`src/rtl/debug_instr_encoder.sv`:
```
// RV32I instruction encoder feeding a small output FIFO (head shown combinationally, zeroed when empty).
// Optional immediate range checking is enabled by defining DEBUG_INSTR_ENC_RANGE_CHECK_EN.
module debug_instr_encoder #(
    parameter int FIFO_DEPTH = 2
) (
    input  logic        clk,
    input  logic        rst_n,
    input  logic        in_valid,
    output logic        in_ready,
    input  logic [2:0]  in_fmt,
    input  logic [6:0]  in_opcode,
    input  logic [4:0]  in_rd,
    input  logic [4:0]  in_rs1,
    input  logic [4:0]  in_rs2,
    input  logic [2:0]  in_funct3,
    input  logic [6:0]  in_funct7,
    input  logic [31:0] in_imm,
    output logic        out_valid,
    input  logic        out_ready,
    output logic [31:0] out_instr,
    output logic        out_err
);

    localparam int PTR_W = $clog2(FIFO_DEPTH);
    localparam int CNT_W = $clog2(FIFO_DEPTH) + 1;
    localparam logic [31:0] NOP = 32'h0000_0013;

    logic [31:0] raw_instr;
    logic        raw_err;
    logic [31:0] enc_instr;
    logic        enc_err;

    always_comb begin
        raw_instr = NOP;
        raw_err   = 1'b1;
        case (in_fmt)
            3'd0: begin
                raw_instr = {in_funct7, in_rs2, in_rs1, in_funct3, in_rd, in_opcode};
                raw_err   = 1'b0;
            end
            3'd1: begin
                raw_instr = {in_imm[11:0], in_rs1, in_funct3, in_rd, in_opcode};
                raw_err   = 1'b0;
            end
            3'd2: begin
                raw_instr = {in_imm[11:5], in_rs2, in_rs1, in_funct3, in_imm[4:0], in_opcode};
                raw_err   = 1'b0;
            end
            3'd3: begin
                raw_instr = {in_imm[12], in_imm[10:5], in_rs2, in_rs1, in_funct3,
                             in_imm[4:1], in_imm[11], in_opcode};
                raw_err   = 1'b0;
            end
            3'd4: begin
                raw_instr = {in_imm[31:12], in_rd, in_opcode};
                raw_err   = 1'b0;
            end
            3'd5: begin
                raw_instr = {in_imm[20], in_imm[10:1], in_imm[11], in_imm[19:12], in_rd, in_opcode};
                raw_err   = 1'b0;
            end
            default: begin
                raw_instr = NOP;
                raw_err   = 1'b1;
            end
        endcase
    end

`ifdef DEBUG_INSTR_ENC_RANGE_CHECK_EN
    logic range_bad;

    // An immediate is in range when its upper bits are a sign extension of the top encoded bit.
    always_comb begin
        range_bad = 1'b0;
        case (in_fmt)
            3'd1, 3'd2: range_bad = (in_imm[31:11] != {21{in_imm[11]}});
            3'd3:       range_bad = (in_imm[31:12] != {20{in_imm[12]}}) || in_imm[0];
            3'd4:       range_bad = (in_imm[11:0] != 12'd0);
            3'd5:       range_bad = (in_imm[31:20] != {12{in_imm[20]}}) || in_imm[0];
            default:    range_bad = 1'b0;
        endcase
    end

    assign enc_instr = range_bad ? NOP : raw_instr;
    assign enc_err   = raw_err | range_bad;
`else
    assign enc_instr = raw_instr;
    assign enc_err   = raw_err;
`endif

    logic [31:0]      mem_instr [FIFO_DEPTH];
    logic             mem_err   [FIFO_DEPTH];
    logic [PTR_W-1:0] wr_ptr_q, wr_ptr_d;
    logic [PTR_W-1:0] rd_ptr_q, rd_ptr_d;
    logic [CNT_W-1:0] count_q, count_d;
    logic             init_q;
    logic             full;
    logic             push;
    logic             pop;

    assign full      = (count_q == CNT_W'(FIFO_DEPTH));
    assign in_ready  = init_q && !full;
    assign out_valid = (count_q != '0);
    assign push      = in_valid && in_ready;
    assign pop       = out_valid && out_ready;
    assign out_instr = out_valid ? mem_instr[rd_ptr_q] : 32'd0;
    assign out_err   = out_valid ? mem_err[rd_ptr_q] : 1'b0;

    // Depth is a power of two, so pointer overflow is the modulo wrap.
    always_comb begin
        wr_ptr_d = push ? wr_ptr_q + PTR_W'(1) : wr_ptr_q;
        rd_ptr_d = pop  ? rd_ptr_q + PTR_W'(1) : rd_ptr_q;
        count_d  = count_q;
        case ({push, pop})
            2'b10:   count_d = count_q + CNT_W'(1);
            2'b01:   count_d = count_q - CNT_W'(1);
            default: count_d = count_q;
        endcase
    end

    always_ff @(posedge clk or negedge rst_n) begin
        if (!rst_n) begin
            wr_ptr_q <= '0;
            rd_ptr_q <= '0;
            count_q  <= '0;
            init_q   <= 1'b0;
        end else begin
            wr_ptr_q <= wr_ptr_d;
            rd_ptr_q <= rd_ptr_d;
            count_q  <= count_d;
            init_q   <= 1'b1;
        end
    end

    // Storage needs no reset: entries are only visible while counted.
    generate
        for (genvar gi = 0; gi < FIFO_DEPTH; gi++) begin : g_entry
            always_ff @(posedge clk) begin
                if (push && (wr_ptr_q == PTR_W'(gi))) begin
                    mem_instr[gi] <= enc_instr;
                    mem_err[gi]   <= enc_err;
                end
            end
        end
    endgenerate

endmodule

```
`config.mk`:
```
export PLATFORM = sky130hd
export DESIGN_NAME = debug_instr_encoder
export DESIGN_NICKNAME = d
export VERILOG_FILES = /design/src/rtl/debug_instr_encoder.sv
export SDC_FILE = /design/constraint.sdc
export NUM_CORES = 1
export LEC_CHECK = 0
export BUFFER_PORTS_ARGS = -buffer_cell sky130_fd_sc_hd__buf_2
export CAP_MARGIN = 20
export CELL_PAD_IN_SITES_DETAIL_PLACEMENT = 0
export CELL_PAD_IN_SITES_GLOBAL_PLACEMENT = 1
export CORE_UTILIZATION = 43
export DETAILED_ROUTE_END_ITERATION = 6
export PLACE_DENSITY_LB_ADDON = 0.05
export RECOVER_POWER = 25
export SLEW_MARGIN = 20
export SYNTH_ARGS = -nofsm -noshare
export SYNTH_HDL_FRONTEND = slang
export SYNTH_SLANG_ARGS = --single-unit
```
`constraint.sdc`:
```
create_clock -name clk -period 8 [get_ports clk]
set_clock_uncertainty 0.15 [all_clocks]
set_input_delay 0.4 -clock clk [delete_from_list [all_inputs] [get_ports clk]]
set_output_delay 0.4 -clock clk [all_outputs]
set_load 0.1 [all_outputs]
```
==> impl_metrics.env, run 1 <==
export IMPL_gr_usage_all_layers=0.178
export IMPL_htree_levels=3
export IMPL_gp_congestion=0.722
export IMPL_die_w_um=90.6
export IMPL_setup_viol=0
export IMPL_numClockSinks=71
export IMPL_antenna_found_initial=0
export IMPL_die_y_um=90.6
export IMPL_hold_start="in_opcode[4]"
export IMPL_ff2ff_setup_slack_ns=5.83
export IMPL_top_layer="met4"
export IMPL_r2r_start="count_q[0]$_DFFE_PN0P_"
export IMPL_rows=31
export IMPL_drt_wl_total_um=6950
export IMPL_vias=2300
export IMPL_cts_max_path_buffers=2
export IMPL_period_minus_slack_ns=2.75
export IMPL_vias_per_cell=4.96
export IMPL_antenna_left=0
export IMPL_start_util=0.456
export IMPL_io_pins=106
export IMPL_ys_ff_latch=71
export IMPL_worst_path_max_fanout=34
export IMPL_synthFlopType="edfxtp_1"
export IMPL_synthArstFlopShare=0.0704
export IMPL_postCtsResizedCells=0
export IMPL_wl_met1_um=3120
export IMPL_syn_nets=332
export IMPL_route_met3_wl_um=465
export IMPL_rsz0062_at_grt="false"
export IMPL_crit_slowest_cell="dfrtp_2"
export IMPL_numPortBuffers=105
export IMPL_crit_path_end_kind="output port"
export IMPL_r2r_end="count_q[1]$_DFFE_PN0P_"
export IMPL_coreArea_um2=7410
export IMPL_drt_pass1_iter_count=5
export IMPL_clk_latency_ns=0.33
export IMPL_max_freq_mhz=363
export IMPL_yosysMostFrequentCell="edfxtp_1"
export IMPL_routedWlPerCell_um=15.0
export IMPL_cts_root_buf="clkbuf_8"
export IMPL_yosysSeqAreaShare=0.624
export IMPL_diodes=0
export IMPL_finalHoldViolations=0
export IMPL_gr_total_overflow=0
export IMPL_period_share=0.344
export IMPL_cp_cell_sequence="mux2i_1, nor2_1, buf_2"
export IMPL_syn_avg_cell_area_um2=13.0
export IMPL_ys_top_cells_by_count="edfxtp_1 (66), mux2i_1 (41), nor2_1 (35)"
export IMPL_grt_pass1_vias=2282
export IMPL_dp_final_hpwl_um=4590
export IMPL_drive_gt1_frac=0.356
export IMPL_clk_pin_slew_ns=0.09
export IMPL_drc=0
export IMPL_max_slew_margin_rel=0.0877
export IMPL_min_path_type="in -> reg"
export IMPL_die_area_um2=8210
export IMPL_cts_hold_buf=1
export IMPL_initialDrtViolationCount=87
export IMPL_outcome="finished, final reports clean"
export IMPL_wl_met2_um=3290
export IMPL_synth_area_leaders="edfxtp_1 (59%), mux2i_1 (12%), nor2_1 (3.9%)"
export IMPL_cp_required_ns=7.45
export IMPL_hold_path_cell_count=2
export IMPL_slew_viol_final=0
export IMPL_crit_type="reg -> out"
export IMPL_synthCells=260
export IMPL_grt_first_pass_wirelength_um=11200
export IMPL_ys_types=35
export IMPL_worst_slew_pin_slew_ns=1.37
export IMPL_synth_warnings=0
export IMPL_netlist_area_um2=3380
export IMPL_synth_edff_count=66
export IMPL_cp_start_kind="register"
export IMPL_postCtsSetupBuffers=0
export IMPL_cts_tree="yes"
export IMPL_maxCapViolCount=0
export IMPL_finalNetCount=432
export IMPL_synth_top_area_cell="edfxtp_1"
export IMPL_tns_ns=0
export IMPL_worstPathArrival_ns=2.20
export IMPL_cts_inserted_buffers=9
export IMPL_slowest_delay_ns=1.05
export IMPL_min_to="mem_instr[1][4]$_DFFE_PP_"
export IMPL_r2r_cells=6
export IMPL_syn2layout_area_growth_pct=23.6
export IMPL_grt_max_degree=35
export IMPL_synth_top_cell_area_share=0.587
==> how the worst max path moves through the flow <==
stage                                 startpoint                    to  slack [ns]  depth (start not counted)
after floorplan           count_q[1]$_DFFE_PN0P_  mem_err[1]$_DFFE_PP_        5.21                          3
after global placement      rd_ptr_q$_DFFE_PN0P_         out_instr[31]        5.58                          3
after detailed placement    rd_ptr_q$_DFFE_PN0P_         out_instr[31]        5.58                          3
after CTS                   rd_ptr_q$_DFFE_PN0P_          out_instr[7]        5.21                          3
after global routing        rd_ptr_q$_DFFE_PN0P_         out_instr[19]        5.12                          3
final                       rd_ptr_q$_DFFE_PN0P_         out_instr[31]        5.25                          3
==> routing by layer <==
| layer | GRT usage | vias to the layer above |
|---|---|---|
| met5 | 0 | - |
| met4 | 0.0699 | 0 |
| met3 | 0.0497 | 7 |
| met2 | 0.280 | 86 |
| met1 | 0.234 | 1066 |
| li1 | - | 1141 |
==> flip-flops by register name, indices dropped and copies added (netlist names) <==
register,cells
mem_instr,64
count_q,2
mem_err,2
init_q,1
rd_ptr_q,1
wr_ptr_q,1
==> metrics by stage <==
stage,util,hold WS [ns],instance area [um^2],setup slack (ns),std cells
3_3_place_gp,0.529,0.0727,3920,5.58,447
5_1_grt,0.563,0.202,4170,5.12,464
4_1_cts,0.566,0.187,4200,5.21,464
3_5_place_dp,0.529,0.0755,3920,5.58,447
2_1_floorplan,-,-0.0456,3380,5.21,260
6_report,0.563,0.205,4170,5.25,464
==> cell families (layout without fill, tap and decap cells) <==
family	after synthesis	in the layout	synth area share
xor+xnor	5	5	0.0130
other cells	1	1	0.00111
fa+ha+maj	1	1	0.00371
simple gates	67	67	0.0912
flops	71	71	0.624
compound gates	43	43	0.0901
buf+inv	29	134	0.0486
mux	43	43	0.128
==> final cells by class <==
type                            count  area, um^2
Fill cell                         691        3240
Sequential cell                    71        2110
Multi-Input combinational cell    160        1090
Timing Repair Buffer              106         533
Clock inverter                      7         145
Clock buffer                        9         124
Tap cell                           99         124
Inverter                           12        45.0
==> worst max-delay path: cells and delay by family (launching register included) <==
kind                   cells  cell delay (ns)
DFF                        1             1.05
buffers and inverters      1             0.43
muxes                      1             0.24
and+or+nand+nor            1             0.13
==> cell usage in the layout (no fill, tap or decap), types with 4 or more instances in the layout <==
cell,instances
buf_2,103
edfxtp_1,66
mux2i_1,41
nor2_1,35
nand2_1,18
o21ai_0,12
a22o_1,12
inv_1,10
clkbuf_8,9
o2bb2ai_1,4
and2_1,4
o21ai_1,4
xnor2_1,4
bufinv_16,4
dfrtp_1,4
Power of run 1 is left out: the tool's default activity adds up to more than one toggle a clock period on the data nets, which glitch-free logic cannot reach.
==> inputs of run 2 (changes only) <==
- ABC_AREA: unset -> 1
- CORE_UTILIZATION: 43 -> 34
- clock period: 8 -> 2.5 ns (I/O delays scaled with it)
==> run 2 against run 1 <==
Effect of this change:
- non-clock buffer count increased by 58
- flip-flop and latch count unchanged
- global-route usage decreased by 0.96 points
- wire length increased by 18%
- worst setup slack got worse by 4.9 ns
- register-to-register slack got worse by 5.2 ns
- critical path depth increased by 1
- hold slack got worse by 0.18 ns
- cell area increased by 13%
- critical endpoint is now out_instr[9]
- first-iteration DRC count decreased by 23%
- synthesized area decreased by 1.1%
==> impl_metrics.env, run 2 <==
export IMPL_worst_slew_pin_slew_ns=0.855
export IMPL_ys_ff_latch=71
export IMPL_finalHoldViolations=0
export IMPL_total_power_mw=6.17
export IMPL_cts_hold_buf=53
export IMPL_final_util=0.502
export IMPL_r2r_cells=5
export IMPL_diodes=0
export IMPL_setup_ws_ns=0.303
export IMPL_crit_path_end_kind="output port"
export IMPL_clk_latency_ns=0.33
export IMPL_die_y_um=101
export IMPL_stdcell_count=623
export IMPL_grt_pass1_vias=2697
export IMPL_cts_max_path_buffers=2
export IMPL_ys_types=24
export IMPL_synthCells=329
export IMPL_slew_viol_final=0
export IMPL_r2r_end="mem_instr[1][24]$_DFFE_PP_"
export IMPL_vias_per_cell=4.54
export IMPL_cts_inserted_buffers=9
export IMPL_placed_area_um2=3980
export IMPL_min_to="mem_instr[1][14]$_DFFE_PP_"
export IMPL_syn2layout_area_growth_pct=40.9
export IMPL_netlist_area_um2=3340
export IMPL_layout_common_cells="nand2_1 (131), buf_2 (104), edfxtp_1 (66)"
export IMPL_peakVddDrop_uv=704
export IMPL_pre_cts_ws_ns=0.637
export IMPL_register_area_um2=2110
export IMPL_largest_register="mem_instr"
export IMPL_drive_gt1_frac=0.296
export IMPL_worst_path_max_fanout=21
export IMPL_period_minus_slack_ns=2.20
export IMPL_synthFlopType="edfxtp_1"
export IMPL_final_common_cell="nand2_1"
export IMPL_cts_tree="yes"
export IMPL_die_w_um=101
export IMPL_start_util=0.356
export IMPL_max_freq_mhz=455
export IMPL_synth_area_leaders="edfxtp_1 (59%), nand2_1 (15%), a21oi_1 (5.4%)"
export IMPL_period_share=0.879
export IMPL_crit_type="reg -> out"
export IMPL_multiInputGateArea_um2=1070
export IMPL_routedWlPerCell_um=13.2
export IMPL_gp_congestion=0.767
export IMPL_drt_pass1_iter_count=4
export IMPL_rsz0062_at_grt="false"
export IMPL_maxCapViolCount=0
export IMPL_yosysMostFrequentCell="nand2_1"
export IMPL_leakage_nw=2.07
export IMPL_grt_first_pass_wirelength_um=12800
export IMPL_syn_nets=401
export IMPL_yosysSeqAreaShare=0.631
export IMPL_die_area_um2=10200
export IMPL_max_slew_margin_rel=0.430
export IMPL_worstPathArrival_ns=1.92
export IMPL_hold_start="in_imm[14]"
export IMPL_io_pins=106
export IMPL_numClockSinks=71
export IMPL_dp_final_hpwl_um=5340
export IMPL_postCtsResizedCells=0
export IMPL_tns_ns=0
export IMPL_p_per_area_nw_per_um2=1310
export IMPL_synth_top_area_cell="edfxtp_1"
export IMPL_r2r_start="count_q[0]$_DFFE_PN0P_"
export IMPL_fillCellCount=938
export IMPL_hold_path_cell_count=3
export IMPL_syn_avg_cell_area_um2=10.1
export IMPL_fin_area_um2=4700
export IMPL_gr_usage_all_layers=0.169
export IMPL_numPortBuffers=105
export IMPL_cp_start_kind="register"
export IMPL_vias=2826
export IMPL_postCtsSetupBuffers=0
export IMPL_dp_cells=554
export IMPL_rows=35
export IMPL_ff2ff_setup_slack_ns=0.61
export IMPL_synth_edff_count=66
export IMPL_whs_ns=0.0258
export IMPL_clk_pin_slew_ns=0.08
export IMPL_crit_start="count_q[0]$_DFFE_PN0P_"
export IMPL_synthArstFlopShare=0.0704
export IMPL_cp_required_ns=2.23
export IMPL_grt_max_degree=35
export IMPL_antenna_found_initial=1
export IMPL_htree_levels=3
export IMPL_outcome="finished, final reports clean"
export IMPL_ys_top_cells_by_count="nand2_1 (130), edfxtp_1 (66), a21oi_1 (36)"
export IMPL_initialDrtViolationCount=67
export IMPL_finalNetCount=561
export IMPL_drt_wl_total_um=8220
export IMPL_largestRegisters="mem_instr: 64 flops, count_q: 2 flops, mem_err: 2 flops"
export IMPL_largest_reg_flops=64
export IMPL_synth_top_cell_area_share=0.594
export IMPL_antenna_left=0
export IMPL_min_path_type="in -> reg"
export IMPL_drc=0
export IMPL_setup_viol=0
export IMPL_coreArea_um2=9370
export IMPL_synth_warnings=0
export IMPL_gr_total_overflow=0
export IMPL_cts_root_buf="clkbuf_8"
run 2: area by class of cell:
class / instances / area share
Sequential cell: 71 / 0.448
Timing Repair Buffer: 164 / 0.234
Multi-Input combinational cell: 226 / 0.227
Tap cell: 129 / 0.0343
Clock buffer: 9 / 0.0263
Inverter: 17 / 0.0154
Clock inverter: 7 / 0.0152
run 2: worst max-delay path by stage:
stage / cells past startpoint / endpoint
after floorplan: 5 / out_instr[10]
after global placement: 4 / out_instr[9]
after detailed placement: 4 / out_instr[14]
after CTS: 4 / out_instr[8]
after global routing: 4 / out_instr[9]
final: 4 / out_instr[9]
run 2: cell families after synthesis:
family | after synthesis | share of synthesized area
AO/OA/AOI/OAI | 37 | 0.0596
other | 1 | 0.00112
AND/OR/NAND/NOR | 184 | 0.246
XOR/XNOR | 3 | 0.00787
adder cells (fa/ha/maj) | 1 | 0.00375
buffers and inverters | 32 | 0.0510
flip-flops | 71 | 0.631
run 2: routing by layer:
metal  global-route usage  vias to the layer above  wire length (um)  share of wire
li1                     -                     1427                 -              -
met3               0.0333                       12               380          0.046
met2                0.279                       77              3950           0.48
met5                    0                        -                 0              0
met4               0.0803                        0               128          0.016
met1                0.212                     1310              3750           0.46
run 2: critical path: stages (launching register included):
cell and delay, ns:
dfrtp_1 0.46, nor2_4 0.37, buf_4 0.35, a21oi_1 0.09, buf_2 0.30
run 2: power breakdown:
group	leakage, nW	internal, mW	switching [mW]
combinational	1.30	0.591	3.12
sequential	0.667	1.50	0.0668
clock	0.103	0.462	0.435
Note: power is estimated with default switching activity, not from simulation.
==> inputs of run 3 (changes only) <==
- PLACE_DENSITY: unset -> 0.78
- PLACE_DENSITY_LB_ADDON: 0.05 -> unset
==> run 3 against run 2 <==
Effect of this change:
- combinational power about the same
- wire length unchanged
- total power is 0.86% lower
- register-to-register slack got worse by 0.23 ns
- clock-buffer cell count is the same
- utilization down 0.87 points
- cell area decreased by 1.7%
- hold slack worse by 0.017 ns
- via count decreased by 0.85%
- global-route usage increased by 0.34 points
- flip-flop and latch count unchanged
- sequential power hardly changed
- critical path type unchanged
==> impl_metrics.env, run 3 (same netlist as run 2, synthesis figures left out) <==
export IMPL_period_minus_slack_ns=2.23
export IMPL_total_power_mw=6.12
export IMPL_slew_viol_final=0
export IMPL_clk_latency_ns=0.34
export IMPL_worst_path_max_fanout=33
export IMPL_crit_slowest_cell="buf_2"
export IMPL_dp_final_hpwl_um=5330
export IMPL_drive_gt1_frac=0.287
export IMPL_gr_usage_all_layers=0.172
export IMPL_p_comb_frac=0.604
export IMPL_max_freq_mhz=448
export IMPL_finalHoldViolations=0
export IMPL_hold_start="in_imm[21]"
export IMPL_gr_total_overflow=0
export IMPL_grt_pass1_vias=2738
export IMPL_drt_wl_total_um=8220
export IMPL_period_share=0.892
export IMPL_start_util=0.356
export IMPL_cp_cell_sequence="inv_2, nand2_1, a21oi_1, buf_2"
export IMPL_peakVddDrop_uv=585
export IMPL_syn2layout_area_growth_pct=38.4
export IMPL_htree_levels=3
export IMPL_antenna_left=0
export IMPL_top_usage_layer="met2"
export IMPL_die_area_um2=10200
export IMPL_use_met2=0.285
export IMPL_rows=35
export IMPL_worst_slew_pin_slew_ns=0.768
export IMPL_stdcell_count=614
export IMPL_postCtsResizedCells=0
export IMPL_finalNetCount=552
export IMPL_p_per_area_nw_per_um2=1320
export IMPL_numClockSinks=71
export IMPL_final_common_cell="nand2_1"
export IMPL_sw_frac_of_total=0.586
export IMPL_maxCapViolCount=0
export IMPL_crit_type="reg -> out"
export IMPL_largest_reg_flops=64
export IMPL_cts_inserted_buffers=9
export IMPL_cp_required_ns=2.23
export IMPL_pwr_share_seq=0.255
export IMPL_crit_path_end_kind="output port"
export IMPL_r2r_start="count_q[0]$_DFFE_PN0P_"
export IMPL_cts_tree="yes"
export IMPL_cp_buffers_inverters=2
export IMPL_internal_power_mw=2.53
export IMPL_cts_max_path_buffers=2
export IMPL_p_clk_frac=0.141
export IMPL_largest_register="mem_instr"
export IMPL_io_pins=106
export IMPL_vias=2802
export IMPL_slowest_delay_ns=0.46
export IMPL_vias_per_cell=4.56
export IMPL_cp_start_kind="register"
export IMPL_leakage_nw=2.02
export IMPL_grt_max_degree=35
export IMPL_coreArea_um2=9370
export IMPL_max_slew_margin_rel=0.488
export IMPL_setup_viol=0
export IMPL_diodes=0
export IMPL_grt_util_met3=0.0194
export IMPL_dp_cells=551
export IMPL_routedWlPerCell_um=13.4
export IMPL_numPortBuffers=105
export IMPL_critPathTopFamily="buffers and inverters"
export IMPL_fin_area_um2=4620
export IMPL_cts_root_buf="clkbuf_8"
export IMPL_drc=0
export IMPL_min_path_type="in -> reg"
export IMPL_outcome="finished, final reports clean"
export IMPL_placed_area_um2=3980
export IMPL_p_sw_mw=3.59
export IMPL_gp_congestion=0.779
export IMPL_worstPathArrival_ns=1.96
export IMPL_initialDrtViolationCount=149
export IMPL_rsz0062_at_grt="false"
export IMPL_grtUsageMet1=0.231
export IMPL_antenna_found_initial=0
export IMPL_drt_pass1_iter_count=4
export IMPL_tns_ns=0
export IMPL_clk_pin_slew_ns=0.07
export IMPL_die_y_um=101
export IMPL_grt_first_pass_wirelength_um=13300
export IMPL_crit_start="rd_ptr_q$_DFFE_PN0P_"
export IMPL_largestRegisters="mem_instr: 64 flops, count_q: 2 flops, mem_err: 2 flops"
export IMPL_layout_common_cells="nand2_1 (130), buf_2 (104), edfxtp_1 (66)"
export IMPL_die_w_um=101
-- run 3: cell types whose count changed in the layout (fill, tap and decap cells not counted), moves of 2 or more --
| cell | previous run | this run |
|---|---|---|
| dlygate4sd3_1 | 53 | 47 |
| buf_4 | 6 | 1 |
| buf_12 | 0 | 2 |
| clkinv_1 | 0 | 2 |
-- run 3: per-layer routing --
metal | vias up | part of all wire
li1 | 1410 | -
met1 | 1285 | 0.44
met2 | 97 | 0.49
met3 | 10 | 0.050
met4 | 0 | 0.014
met5 | - | 0
-- run 3: worst paths after layout --
check	end	slack [ns]	cells after the start
min	mem_instr[1][21]$_DFFE_PP_	0.008	3
max reg2reg	mem_instr[0][17]$_DFFE_PP_	0.38	4
min in group asynchronous	count_q[1]$_DFFE_PN0P_	0.58	3
min reg2reg	wr_ptr_q$_DFFE_PN0P_	0.32	2
max	out_instr[31]	0.27	4
max in group asynchronous	wr_ptr_q$_DFFE_PN0P_	1.40	3
-- run 3: area by class of cell --
| class | instances | area, um^2 |
|---|---|---|
| sequential | 71 | 2110 |
| fill | 937 | 4750 |
| clock buffer | 9 | 124 |
| multi-input combinational | 226 | 1050 |
| clock inverter | 7 | 63.8 |
| tap | 129 | 161 |
| timing repair buffer | 155 | 1040 |
| inverter | 17 | 72.6 |
-- run 3: power by group through the flow --
stage | Clock (mW) | Combinational, mW | Sequential, mW
floorplan | 0 | 3.13 | 1.57
global placement | 0 | 3.65 | 1.59
detailed placement | 0 | 3.65 | 1.59
CTS | 0.885 | 3.73 | 1.56
global route | 0.933 | 3.90 | 1.57
finish | 0.864 | 3.70 | 1.56
-- run 3: stage by stage --
step | utilization | setup WS (ns) | hold slack, ns
floorplan | - | 0.00345 | -0.321
global placement | 0.425 | 0.507 | -0.201
detailed placement | 0.425 | 0.452 | -0.198
CTS | 0.495 | 0.266 | 0.00186
global route | 0.493 | 0.124 | 0.00374
finish | 0.493 | 0.269 | 0.00839
-- run 3: tightest hold or removal path, stage by stage --
cell and delay (ns):
buf_2 0.08, nand2_1 0.06, nand3_1 0.11
-- run 3: timing repair --
action | in CTS | in global routing
buffers inserted | 0 | 0
hold buffers | 47 | 0
endpoints found under the setup margin | 0 | 0
hold endpoints to repair | 62 | 0
